<file path="src/rtl/sdram_sched_pkg.sv">
// Shared types and constants for the SDRAM port scheduler.
package sdram_sched_pkg;

    typedef enum logic [1:0] {
        StIdle,
        StReq,
        StBusy
    } state_e;

    localparam int unsigned ARB_FIXED = 0;
    localparam int unsigned ARB_RR    = 1;

    // Port-index width; never less than one bit so a single-port build still has an index.
    function automatic int unsigned clog2(input int unsigned n);
        int unsigned r;
        r = 0;
        while ((32'd1 << r) < n) begin
            r++;
        end
        return (r == 0) ? 1 : r;
    endfunction

endpackage

</file>
<file path="src/rtl/sdram_addr_gen.sv">
// Per-port wrapping address window: holds base/max/len and the current burst address.
module sdram_addr_gen #(
    parameter int unsigned ASIZE = 23,
    parameter int unsigned LSIZE = 9
) (
    input  logic             clk_i,
    input  logic             rst_ni,
    input  logic             load_i,
    input  logic [ASIZE-1:0] base_i,
    input  logic [ASIZE-1:0] max_i,
    input  logic [LSIZE-1:0] len_i,
    input  logic             adv_i,
    output logic [ASIZE-1:0] cur_addr_o,
    output logic [LSIZE-1:0] len_o
);

    logic [ASIZE-1:0] base_q, base_d;
    logic [ASIZE-1:0] max_q, max_d;
    logic [LSIZE-1:0] len_q, len_d;
    logic [ASIZE-1:0] cur_q, cur_d;
    logic [ASIZE:0]   sum;

    // Load beats advance; advance wraps to base once the next start would reach max.
    always_comb begin
        base_d = base_q;
        max_d  = max_q;
        len_d  = len_q;
        cur_d  = cur_q;
        sum    = {1'b0, cur_q} + (ASIZE + 1)'(len_q);
        if (load_i) begin
            base_d = base_i;
            max_d  = max_i;
            len_d  = len_i;
            cur_d  = base_i;
        end else if (adv_i) begin
            if (sum < {1'b0, max_q}) begin
                cur_d = sum[ASIZE-1:0];
            end else begin
                cur_d = base_q;
            end
        end
    end

    // Window registers; reset leaves the port disabled with an unbounded window.
    always_ff @(posedge clk_i or negedge rst_ni) begin
        if (!rst_ni) begin
            base_q <= '0;
            max_q  <= '1;
            len_q  <= '0;
            cur_q  <= '0;
        end else begin
            base_q <= base_d;
            max_q  <= max_d;
            len_q  <= len_d;
            cur_q  <= cur_d;
        end
    end

    assign cur_addr_o = cur_q;
    assign len_o      = len_q;

endmodule

</file>
<file path="src/rtl/sdram_port_scheduler.sv">
// Burst scheduler: picks one eligible FIFO port and hands one burst to the command engine.
module sdram_port_scheduler
    import sdram_sched_pkg::*;
#(
    parameter int unsigned NWR      = 2,
    parameter int unsigned NRD      = 2,
    parameter int unsigned ASIZE    = 23,
    parameter int unsigned LSIZE    = 9,
    parameter int unsigned USIZE    = 9,
    parameter int unsigned ARB_MODE = 0
) (
    input  logic                       CLK,
    input  logic                       RESET_N,
    input  logic [NWR+NRD-1:0]         port_load,
    input  logic [(NWR+NRD)*ASIZE-1:0] port_base,
    input  logic [(NWR+NRD)*ASIZE-1:0] port_max,
    input  logic [(NWR+NRD)*LSIZE-1:0] port_len,
    input  logic [NWR*USIZE-1:0]       wr_rdusedw,
    input  logic [NRD*USIZE-1:0]       rd_wrusedw,
    output logic                       req_valid,
    output logic                       req_write,
    output logic [ASIZE-1:0]           req_addr,
    output logic [LSIZE-1:0]           req_len,
    input  logic                       req_ack,
    input  logic                       xfer_done,
    output logic [NWR-1:0]             wr_sel,
    output logic [NRD-1:0]             rd_sel,
    output logic [NWR+NRD-1:0]         port_done
);

    localparam int unsigned NP = NWR + NRD;
    localparam int unsigned IW = clog2(NP);

    logic [ASIZE-1:0] cur_addr [NP];
    logic [LSIZE-1:0] len      [NP];
    logic [NP-1:0]    elig;
    logic [NP-1:0]    adv;

    state_e           state_q, state_d;
    logic             req_valid_q, req_valid_d;
    logic             req_write_q, req_write_d;
    logic [ASIZE-1:0] req_addr_q, req_addr_d;
    logic [LSIZE-1:0] req_len_q, req_len_d;
    logic [NP-1:0]    sel_q, sel_d;
    logic [NP-1:0]    port_done_q, port_done_d;
    logic [IW-1:0]    grant_q, grant_d;
    logic [IW-1:0]    rr_ptr_q, rr_ptr_d;

    logic             pick_found;
    logic [IW-1:0]    pick_idx;
    int unsigned      slot;

    for (genvar p = 0; p < NP; p++) begin : g_port
        sdram_addr_gen #(
            .ASIZE (ASIZE),
            .LSIZE (LSIZE)
        ) u_addr_gen (
            .clk_i      (CLK),
            .rst_ni     (RESET_N),
            .load_i     (port_load[p]),
            .base_i     (port_base[p*ASIZE +: ASIZE]),
            .max_i      (port_max[p*ASIZE +: ASIZE]),
            .len_i      (port_len[p*LSIZE +: LSIZE]),
            .adv_i      (adv[p]),
            .cur_addr_o (cur_addr[p]),
            .len_o      (len[p])
        );

        assign adv[p] = (state_q == StBusy) && xfer_done && (grant_q == IW'(p));

        // Writes need a full burst waiting; reads need room for a full burst.
        if (p < NWR) begin : g_wr
            assign elig[p] = (len[p] != '0) &&
                             (32'(wr_rdusedw[p*USIZE +: USIZE]) >= 32'(len[p]));
        end else begin : g_rd
            assign elig[p] = (len[p] != '0) &&
                             (32'(rd_wrusedw[(p-NWR)*USIZE +: USIZE]) < 32'(len[p]));
        end
    end

    // Picker: scan from index 0 (fixed) or from rr_ptr with wrap (round-robin).
    always_comb begin
        pick_found = 1'b0;
        pick_idx   = '0;
        slot       = 0;
        for (int unsigned i = 0; i < NP; i++) begin
            slot = (ARB_MODE == ARB_RR) ? ((32'(rr_ptr_q) + i) % NP) : i;
            if (!pick_found && elig[slot]) begin
                pick_found = 1'b1;
                pick_idx   = IW'(slot);
            end
        end
    end

    // Next-state and next-output logic for the IDLE -> REQ -> BUSY handshake.
    always_comb begin
        state_d     = state_q;
        req_valid_d = req_valid_q;
        req_write_d = req_write_q;
        req_addr_d  = req_addr_q;
        req_len_d   = req_len_q;
        sel_d       = sel_q;
        grant_d     = grant_q;
        rr_ptr_d    = rr_ptr_q;
        port_done_d = '0;
        unique case (state_q)
            StIdle: begin
                // A window reload in flight blocks arbitration for that cycle.
                if (!(|port_load) && pick_found) begin
                    grant_d     = pick_idx;
                    req_valid_d = 1'b1;
                    req_write_d = (32'(pick_idx) < NWR);
                    req_addr_d  = cur_addr[pick_idx];
                    req_len_d   = len[pick_idx];
                    sel_d       = {{(NP-1){1'b0}}, 1'b1} << pick_idx;
                    rr_ptr_d    = (32'(pick_idx) == NP - 1) ? '0 : pick_idx + 1'b1;
                    state_d     = StReq;
                end
            end
            StReq: begin
                if (req_ack) begin
                    req_valid_d = 1'b0;
                    state_d     = StBusy;
                end
            end
            StBusy: begin
                if (xfer_done) begin
                    port_done_d = sel_q;
                    sel_d       = '0;
                    state_d     = StIdle;
                end
            end
            default: state_d = StIdle;
        endcase
    end

    // FSM state and registered outputs.
    always_ff @(posedge CLK or negedge RESET_N) begin
        if (!RESET_N) begin
            state_q     <= StIdle;
            req_valid_q <= 1'b0;
            req_write_q <= 1'b0;
            req_addr_q  <= '0;
            req_len_q   <= '0;
            sel_q       <= '0;
            port_done_q <= '0;
            grant_q     <= '0;
            rr_ptr_q    <= '0;
        end else begin
            state_q     <= state_d;
            req_valid_q <= req_valid_d;
            req_write_q <= req_write_d;
            req_addr_q  <= req_addr_d;
            req_len_q   <= req_len_d;
            sel_q       <= sel_d;
            port_done_q <= port_done_d;
            grant_q     <= grant_d;
            rr_ptr_q    <= rr_ptr_d;
        end
    end

    assign req_valid = req_valid_q;
    assign req_write = req_write_q;
    assign req_addr  = req_addr_q;
    assign req_len   = req_len_q;
    assign wr_sel    = sel_q[NWR-1:0];
    assign rd_sel    = sel_q[NP-1:NWR];
    assign port_done = port_done_q;

endmodule

</file>
<file path="config.mk">
export PLATFORM = sky130hd
export DESIGN_NAME = sdram_port_scheduler
export DESIGN_NICKNAME = d
export VERILOG_FILES = /design/src/rtl/sdram_sched_pkg.sv /design/src/rtl/sdram_addr_gen.sv /design/src/rtl/sdram_port_scheduler.sv
export SDC_FILE = /design/constraint.sdc
export NUM_CORES = 1
export LEC_CHECK = 0
export CELL_PAD_IN_SITES_DETAIL_PLACEMENT = 1
export CELL_PAD_IN_SITES_GLOBAL_PLACEMENT = 1
export CORE_MARGIN = 4
export CORE_UTILIZATION = 35
export DETAILED_ROUTE_END_ITERATION = 10
export PLACE_DENSITY_LB_ADDON = 0.1
export SKIP_CTS_REPAIR_TIMING = 1
export SYNTH_ARGS = -nofsm -noshare
export SYNTH_HDL_FRONTEND = slang
export SYNTH_SLANG_ARGS = --single-unit
</file>
<file path="constraint.sdc">
create_clock -name CLK -period 5.4 [get_ports CLK]
set_input_delay 1.08 -clock CLK [delete_from_list [all_inputs] [get_ports CLK]]
set_output_delay 1.08 -clock CLK [all_outputs]
set_load 0.1 [all_outputs]
</file>
* Word-level counts from Yosys, hierarchy flattened
Cells that the tools add are included.
** Cells by class
- Add/sub/neg operators :: 4
- Order comparisons :: 10
- Equal/unequal tests :: 8
- Shifts and indexed selects :: 1
- Muxes and demuxes :: 37
- Bitwise logic cells :: 1
- Reductions and logical operators :: 34
** Operators with widths (count)
- $mux 23 :: 14
- $add 23x9->24 :: 4
- $lt 24x23->1 :: 4
- $bmux 23 s2 :: 1
- $reduce_bool 9->1 :: 4
- $bmux 9 s2 :: 1
- $ge 9x9->1 :: 2
- $lt 9x9->1 :: 2
- $mux 9 :: 2
- $mux 4 :: 4
- $logic_and 1x1->1 :: 13
- $reduce_bool 2->1 :: 6
- $mux 2 :: 5
- $reduce_and 3->1 :: 3
- $pmux 4 s2 :: 1
- $mux 1 :: 7
- $eq 2x2->1 const B :: 3
- $ne 2x2->1 const B :: 3
- $pmux 2 s3 :: 1
- $eq 2x1->1 const B :: 2
- $logic_not 1->1 :: 4
- $logic_not 2->1 :: 2
- $reduce_or 4->1 :: 1
- $shl 1x2->4 const A :: 1
- 5 further kinds :: 5
** Word-level totals
- Register bits after elaboration :: 358
- Input bits :: 264
- Logic and storage cells :: 119

* Depth between registers and ports, before layout
- Word-level depth :: 16
- Depth in mapped cells :: 20

* Modules after synthesis
Synthesis repeated with hierarchy kept, for this count alone.
** Second synthesis, totals
- Cells, all modules :: 2086
- Area, all modules :: 21411.8 sq um
** By module, submodules not included
- sdram_addr_gen (g_port[0].u_addr_gen ...) :: instances 3, cells an instance 420, area each 4394.2 sq um
- sdram_addr_gen (g_port[1].u_addr_gen) :: instances 1, cells an instance 413, area each 4434.3 sq um
- sdram_port_scheduler :: instances 1, cells an instance 413, area each 3794.9 sq um

* Worst setup path after synthesis
No wires, ideal clock.
- Path kind :: register to register
- From :: register g_port[1].u_addr_gen.len_q[0]
- To :: register g_port[1].u_addr_gen.cur_q[1]
- Data arrival time :: 3.907 ns
- Data required time :: 5.252 ns
- Setup slack :: 1.345 ns
- Stages on the path, launching flop included :: 19
- Period minus slack after synthesis :: 4.055 ns
- Cells stage by stage :: dfrtp_1 > ha_1 > inv_1 > fa_1 > nor2b_1 > o2111a_1 > o311ai_2 > nor2_1 > xor2_1 > ha_1 > nand4_1 > a2111oi_0 > nand3_1 > o221ai_1 > nor3_2 > buf_4 > buf_4 > o211ai_1 > o311ai_0
** Between the ends
- Cells in the longest elaborated chain, start to end :: 5
** RTL lines
- start, declared :: RTL line sdram_addr_gen.sv:19 : logic [LSIZE-1:0] len_q, len_d;
- start signal, assigned :: RTL line sdram_addr_gen.sv:54 : len_q <= len_d;
- $add 23x9->24 * :: RTL line sdram_addr_gen.sv:29 : sum = {1'b0, cur_q} + (ASIZE + 1)'(len_q);
- $lt 24x23->1 :: RTL line sdram_addr_gen.sv:36 : if (sum < {1'b0, max_q}) begin
- $mux 23 * :: RTL line sdram_addr_gen.sv:36
- $mux 23 * :: RTL line sdram_addr_gen.sv:35 : end else if (adv_i) begin
- $mux 23 * :: RTL line sdram_addr_gen.sv:30 : if (load_i) begin
- end signal, assigned :: RTL line sdram_addr_gen.sv:55 : cur_q <= cur_d;
- end, declared :: RTL line sdram_addr_gen.sv:20 : logic [ASIZE-1:0] cur_q, cur_d;
Mark *: on every way between the ends. The rest lies on a longest branch, timed or not. The select of a mux whose other input is x is not followed.
A chain may end at the register's enable or synchronous reset.

* Final worst setup path
- From :: register g_port[3].u_addr_gen.cur_q[4]
- To :: register g_port[3].u_addr_gen.cur_q[3]
** Between the ends
- Cells in the longest elaborated chain, start to end :: 5
** RTL lines (RTL line)
- start, declared :: sdram_addr_gen.sv:20
- start signal, assigned :: sdram_addr_gen.sv:55
- $add 23x9->24 :: sdram_addr_gen.sv:29
- $lt 24x23->1 :: sdram_addr_gen.sv:36
- $mux 23 :: sdram_addr_gen.sv:36
- $mux 23 :: sdram_addr_gen.sv:35
- $mux 23 :: sdram_addr_gen.sv:30
No other way between the ends. The select of a mux whose other input is x is not followed.

==> results summary <==
TritonCTS built the clock tree. The via count of the routed design came out at ~17k. The cell area after synthesis came out at just over 20000 um^2. The final-report hold violation count was 0. The number of warnings printed during yosys synthesis came out at 0. The number of H-tree levels is 2. For this design the total switching power over the nets is 0.003838 W.

The count of port buffers added during placement came out at 305. The area of the core region is 58910 um^2. Entering global routing, the biggest net connects roughly 110 pins.

VDD sags by at most 0.0002818 V. The number of nets handed over by synthesis was around 2.6k. The cell count after synthesis came out at 2126. The detail route stage leaves a number of antenna-violating nets equal to 0. The count of state elements after synthesis is between 300 and 400. The run finished with clean final reports. The first-iteration detailed-routing DRC count came out at 973. The total internal power came out at 0.006196 W. The number of antenna diodes in the final layout is 0. The worst register-to-register path has a depth of 16. Once layout is complete, the utilization of the core stands at 44.39%.

The fraction of registers with async set or reset after synthesis came out at 100.0%. The number of global-route vias before repair is 18.59k. The worst hold path cell count is 2. The sequential share of power came out at 34.4%. Data on the critical path is required at its endpoint by roughly 6 ns. The post-route netlist has between 10% and 20% of its cells at a drive strength greater than 1.

Across the run, the number of max-cap violations was 0. The worst setup path is captured at a register. The total die area is around 63000 um^2. The highest achievable clock rate came out at about 200 MHz. In this design, the stage delay of the slowest critical-path cell is 0.53 ns. The global routing stage identified its most utilized layer as met2.

The critical path is of the reg -> reg type. The tightest min-delay check is of the reg -> reg type. The routed length per instance came out at around 23 um. After synthesis, the cell types taking the most area are sky130_fd_sc_hd__dfrtp_1, sky130_fd_sc_hd__dfstp_2, sky130_fd_sc_hd__ha_1, sky130_fd_sc_hd__o21ai_0, sky130_fd_sc_hd__mux2_2. In the layout the commonest cells are sky130_fd_sc_hd__clkdlybuf4s50_1, sky130_fd_sc_hd__dfrtp_1, sky130_fd_sc_hd__nand2_1. At the pin with the least slew margin, the transition time is 1.151 ns. The biggest area contributor in the post-synthesis netlist is sky130_fd_sc_hd__dfrtp_1. The met2 track demand over resource came out at 38.12%. The slowest stage of the critical path belongs to the cell sky130_fd_sc_hd__a31oi_1. In the routed layout, each cell is associated on average with a via count of between 5 and 6.

The worst setup path is launched from a register. The period utilization came out at 92.58%. Measured against its own limit, the worst slew margin works out to 22.95%.

The signal on the critical path passes through ha_1 > and2_0 > o21ai_0 > nand3_1 > a31oi_1 > and3b_1 > xor2_1 > ha_1 > a21o_1 > a221o_1 > a31oi_1 > o31a_1 > o21a_1 > buf_12 > mux2i_1 > a21oi_1. The average instance in the mapped netlist occupies approximately 9.8 um^2. For this run the aggregate overflow at the end of global routing stands at 0. The last weighted congestion value of the routability-driven placer came out at approximately 0.88. The share of the yosys chip area belonging to registers is 43.62%. The clock arrives with between 0.02 and 0.03 ns of skew. The switching portion of total power came out at 38.25%. Combinational logic is responsible for a little over a third of the overall power.

The time the worst path needs with I/O delays and setup is about 5 ns. The boundary pin count is approximately 310. The area growth from synthesis to layout is 25.72%. The clock latency on the worst-skew pair came out at around 0.6 ns. The final worst setup slack came out at roughly 0.4 ns. Clock tree synthesis inserted a total of 44 buffers.

The final routed DRC violation total came out at 0. The max-slew violation total from the final report was 0. The die is ~250 um wide. The sink count of the clock tree came out at between 300 and 400. The net count of the finished layout is roughly 2.8k. The number of search-and-repair iterations in the first detailed-routing pass came out at 5. The total routing resource utilization after global routing came out at between 20 and 25%. The post-route setup TNS came out at 0 ns. The critical path arrival is 5.46 ns.

The worst slack at placement is between 0.5 and 0.6 ns. Setup repair after global routing left no endpoint under its margin. The floorplan step set the die height to about 250 um. The leakage power total came out at ~11 nW. The share of power burned in the clock network came out at 30.9%.

The clock tree buffer depth is 3. Leaving out fill and tap cells, the most frequent cell in the layout is sky130_fd_sc_hd__clkdlybuf4s50_1. The number of antenna violations at the first check in global routing is 1. For this run, the leading register cell type out of synthesis is sky130_fd_sc_hd__dfrtp_1.

Of the post-synthesis cell area, the dominant cell type holds between 30% and 40%. The standard-cell row count came out at 89. The master cell of the clock root buffer is sky130_fd_sc_hd__clkbuf_16. The power per unit of standard cell area is approximately 380 nW/um^2. Once the floorplan was initialized, standard cells occupied between 30% and 40% of the core. The unique cell type count in the Yosys netlist is between 70 and 80.

The wire length after detailed routing is 74.61 mm. The setup violation total in the final timing report is 0. The final HPWL from detailed placement came out at 56.82 mm. The clock transition time at the flip-flop clock pins of the worst setup and hold paths is about 0.06 ns. The number of flops mapped to enable cells by yosys is 0. The maximum fanout along the worst path came out at 17. The minimum hold slack came out at between 0.4 and 0.5 ns. The first global-routing pass estimated ~110 mm of wire.

For this run, global-route usage on met1 was measured as about a third. The met3 routing resource usage after global routing came out at 3.433%.
## metal layers
metal | share of wire [%] | wire length [um]
met5 | 0.027 | 20
met4 | 1.9 | 1427
met3 | 4.2 | 3122
met2 | 47 | 35190
met1 | 47 | 34850
## worst max-delay path: cells and delay by family, from the launching register on
| kind | cells | cell delay [ns] |
|---|---|---|
| AND/OR/NAND/NOR | 3 | 0.63 |
| flip-flops | 1 | 0.46 |
| adder cells (fa/ha/maj) | 2 | 0.75 |
| multiplexers | 1 | 0.26 |
| XOR/XNOR | 1 | 0.27 |
| buffers and inverters | 1 | 0.25 |
| AO/OA/AOI/OAI | 8 | 2.24 |
## cell usage after synthesis (32+ instances only)
cell type	number
sky130_fd_sc_hd__a21o_1	32
sky130_fd_sc_hd__a21oi_1	91
sky130_fd_sc_hd__a22oi_1	91
sky130_fd_sc_hd__a31oi_1	40
sky130_fd_sc_hd__clkbuf_1	72
sky130_fd_sc_hd__dfrtp_1	266
sky130_fd_sc_hd__dfstp_2	92
sky130_fd_sc_hd__ha_1	158
sky130_fd_sc_hd__inv_1	168
sky130_fd_sc_hd__mux2_2	84
sky130_fd_sc_hd__mux2i_1	88
sky130_fd_sc_hd__nand2_1	206
sky130_fd_sc_hd__nand3_1	41
sky130_fd_sc_hd__nor2_1	101
sky130_fd_sc_hd__o21ai_0	189
sky130_fd_sc_hd__o22ai_1	42
sky130_fd_sc_hd__xnor2_1	55
## power groups by stage
stage / sequential [W] / combinational (W) / clock [W]
3_3_place_gp: 0.00347 / 0.00340 / 0
4_1_cts: 0.00344 / 0.00351 / 0.00319
6_report: 0.00345 / 0.00348 / 0.00310
5_1_grt: 0.00348 / 0.00377 / 0.00328
3_5_place_dp: 0.00348 / 0.00349 / 0
2_1_floorplan: 0.00406 / 0.00164 / 0
## cell type report
cell class	instances	area (um^2)
tap	773	967.2
timing repair buffer	336	3326
clock inverter	13	171.4
clock buffer	68	1333
multi-input combinational	1496	10650
sequential	358	9074
fill	6571	32760
inverter	168	630.6
## state kept, by name, indices dropped and copies added, names as in the netlist
name                          cells
g_port.u_addr_gen.base_q         92
g_port.u_addr_gen.cur_addr_o     92
g_port.u_addr_gen.len_o          36
g_port.u_addr_gen.max_q          92
grant_q                           2
port_done                         4
req_addr                         23
req_len                           9
req_valid                         1
req_write                         1
sel_q                             4
state_q                           2
## final timing paths
| kind | start | endpoint | slack [ns] |
|---|---|---|---|
| worst max-delay path | g_port[3].u_addr_gen.cur_addr_o[4]$_DFFE_PN0P_ | g_port[3].u_addr_gen.cur_addr_o[3]$_DFFE_PN0P_ | 0.40 |
| worst min-delay path | g_port[1].u_addr_gen.max_q[8]$_DFFE_PN1P_ | g_port[1].u_addr_gen.max_q[8]$_DFFE_PN1P_ | 0.50 |
| worst max register to register | g_port[3].u_addr_gen.cur_addr_o[4]$_DFFE_PN0P_ | g_port[3].u_addr_gen.cur_addr_o[3]$_DFFE_PN0P_ | 0.40 |
| worst min register to register | g_port[1].u_addr_gen.max_q[8]$_DFFE_PN1P_ | g_port[1].u_addr_gen.max_q[8]$_DFFE_PN1P_ | 0.50 |
| max in group asynchronous | RESET_N | g_port[1].u_addr_gen.base_q[5]$_DFFE_PN0P_ | 3.63 |
| min in group asynchronous | RESET_N | g_port[0].u_addr_gen.base_q[2]$_DFFE_PN0P_ | 0.54 |
## through the flow
stage               cells  area [um^2]  power, W
detailed placement   3131        24640  0.006974
finish               3212        26150   0.01003
global route         3212        26150   0.01054
CTS                  3212        26150   0.01014
global placement     3131        24640  0.006870
floorplan            2126        20800  0.005703
## cells by family (layout without fill, tap and decap cells)
family	after synthesis	in the layout	share of synthesized area [%]
flip-flops	358	358	43.62
AND/OR/NAND/NOR	481	481	10.64
adder cells (fa/ha/maj)	162	162	9.889
multiplexers	172	172	8.782
XOR/XNOR	79	79	3.326
AO/OA/AOI/OAI	602	602	18.36
buffers and inverters	272	585	5.384
No activity file was read; power rests on OpenSTA's default activity.
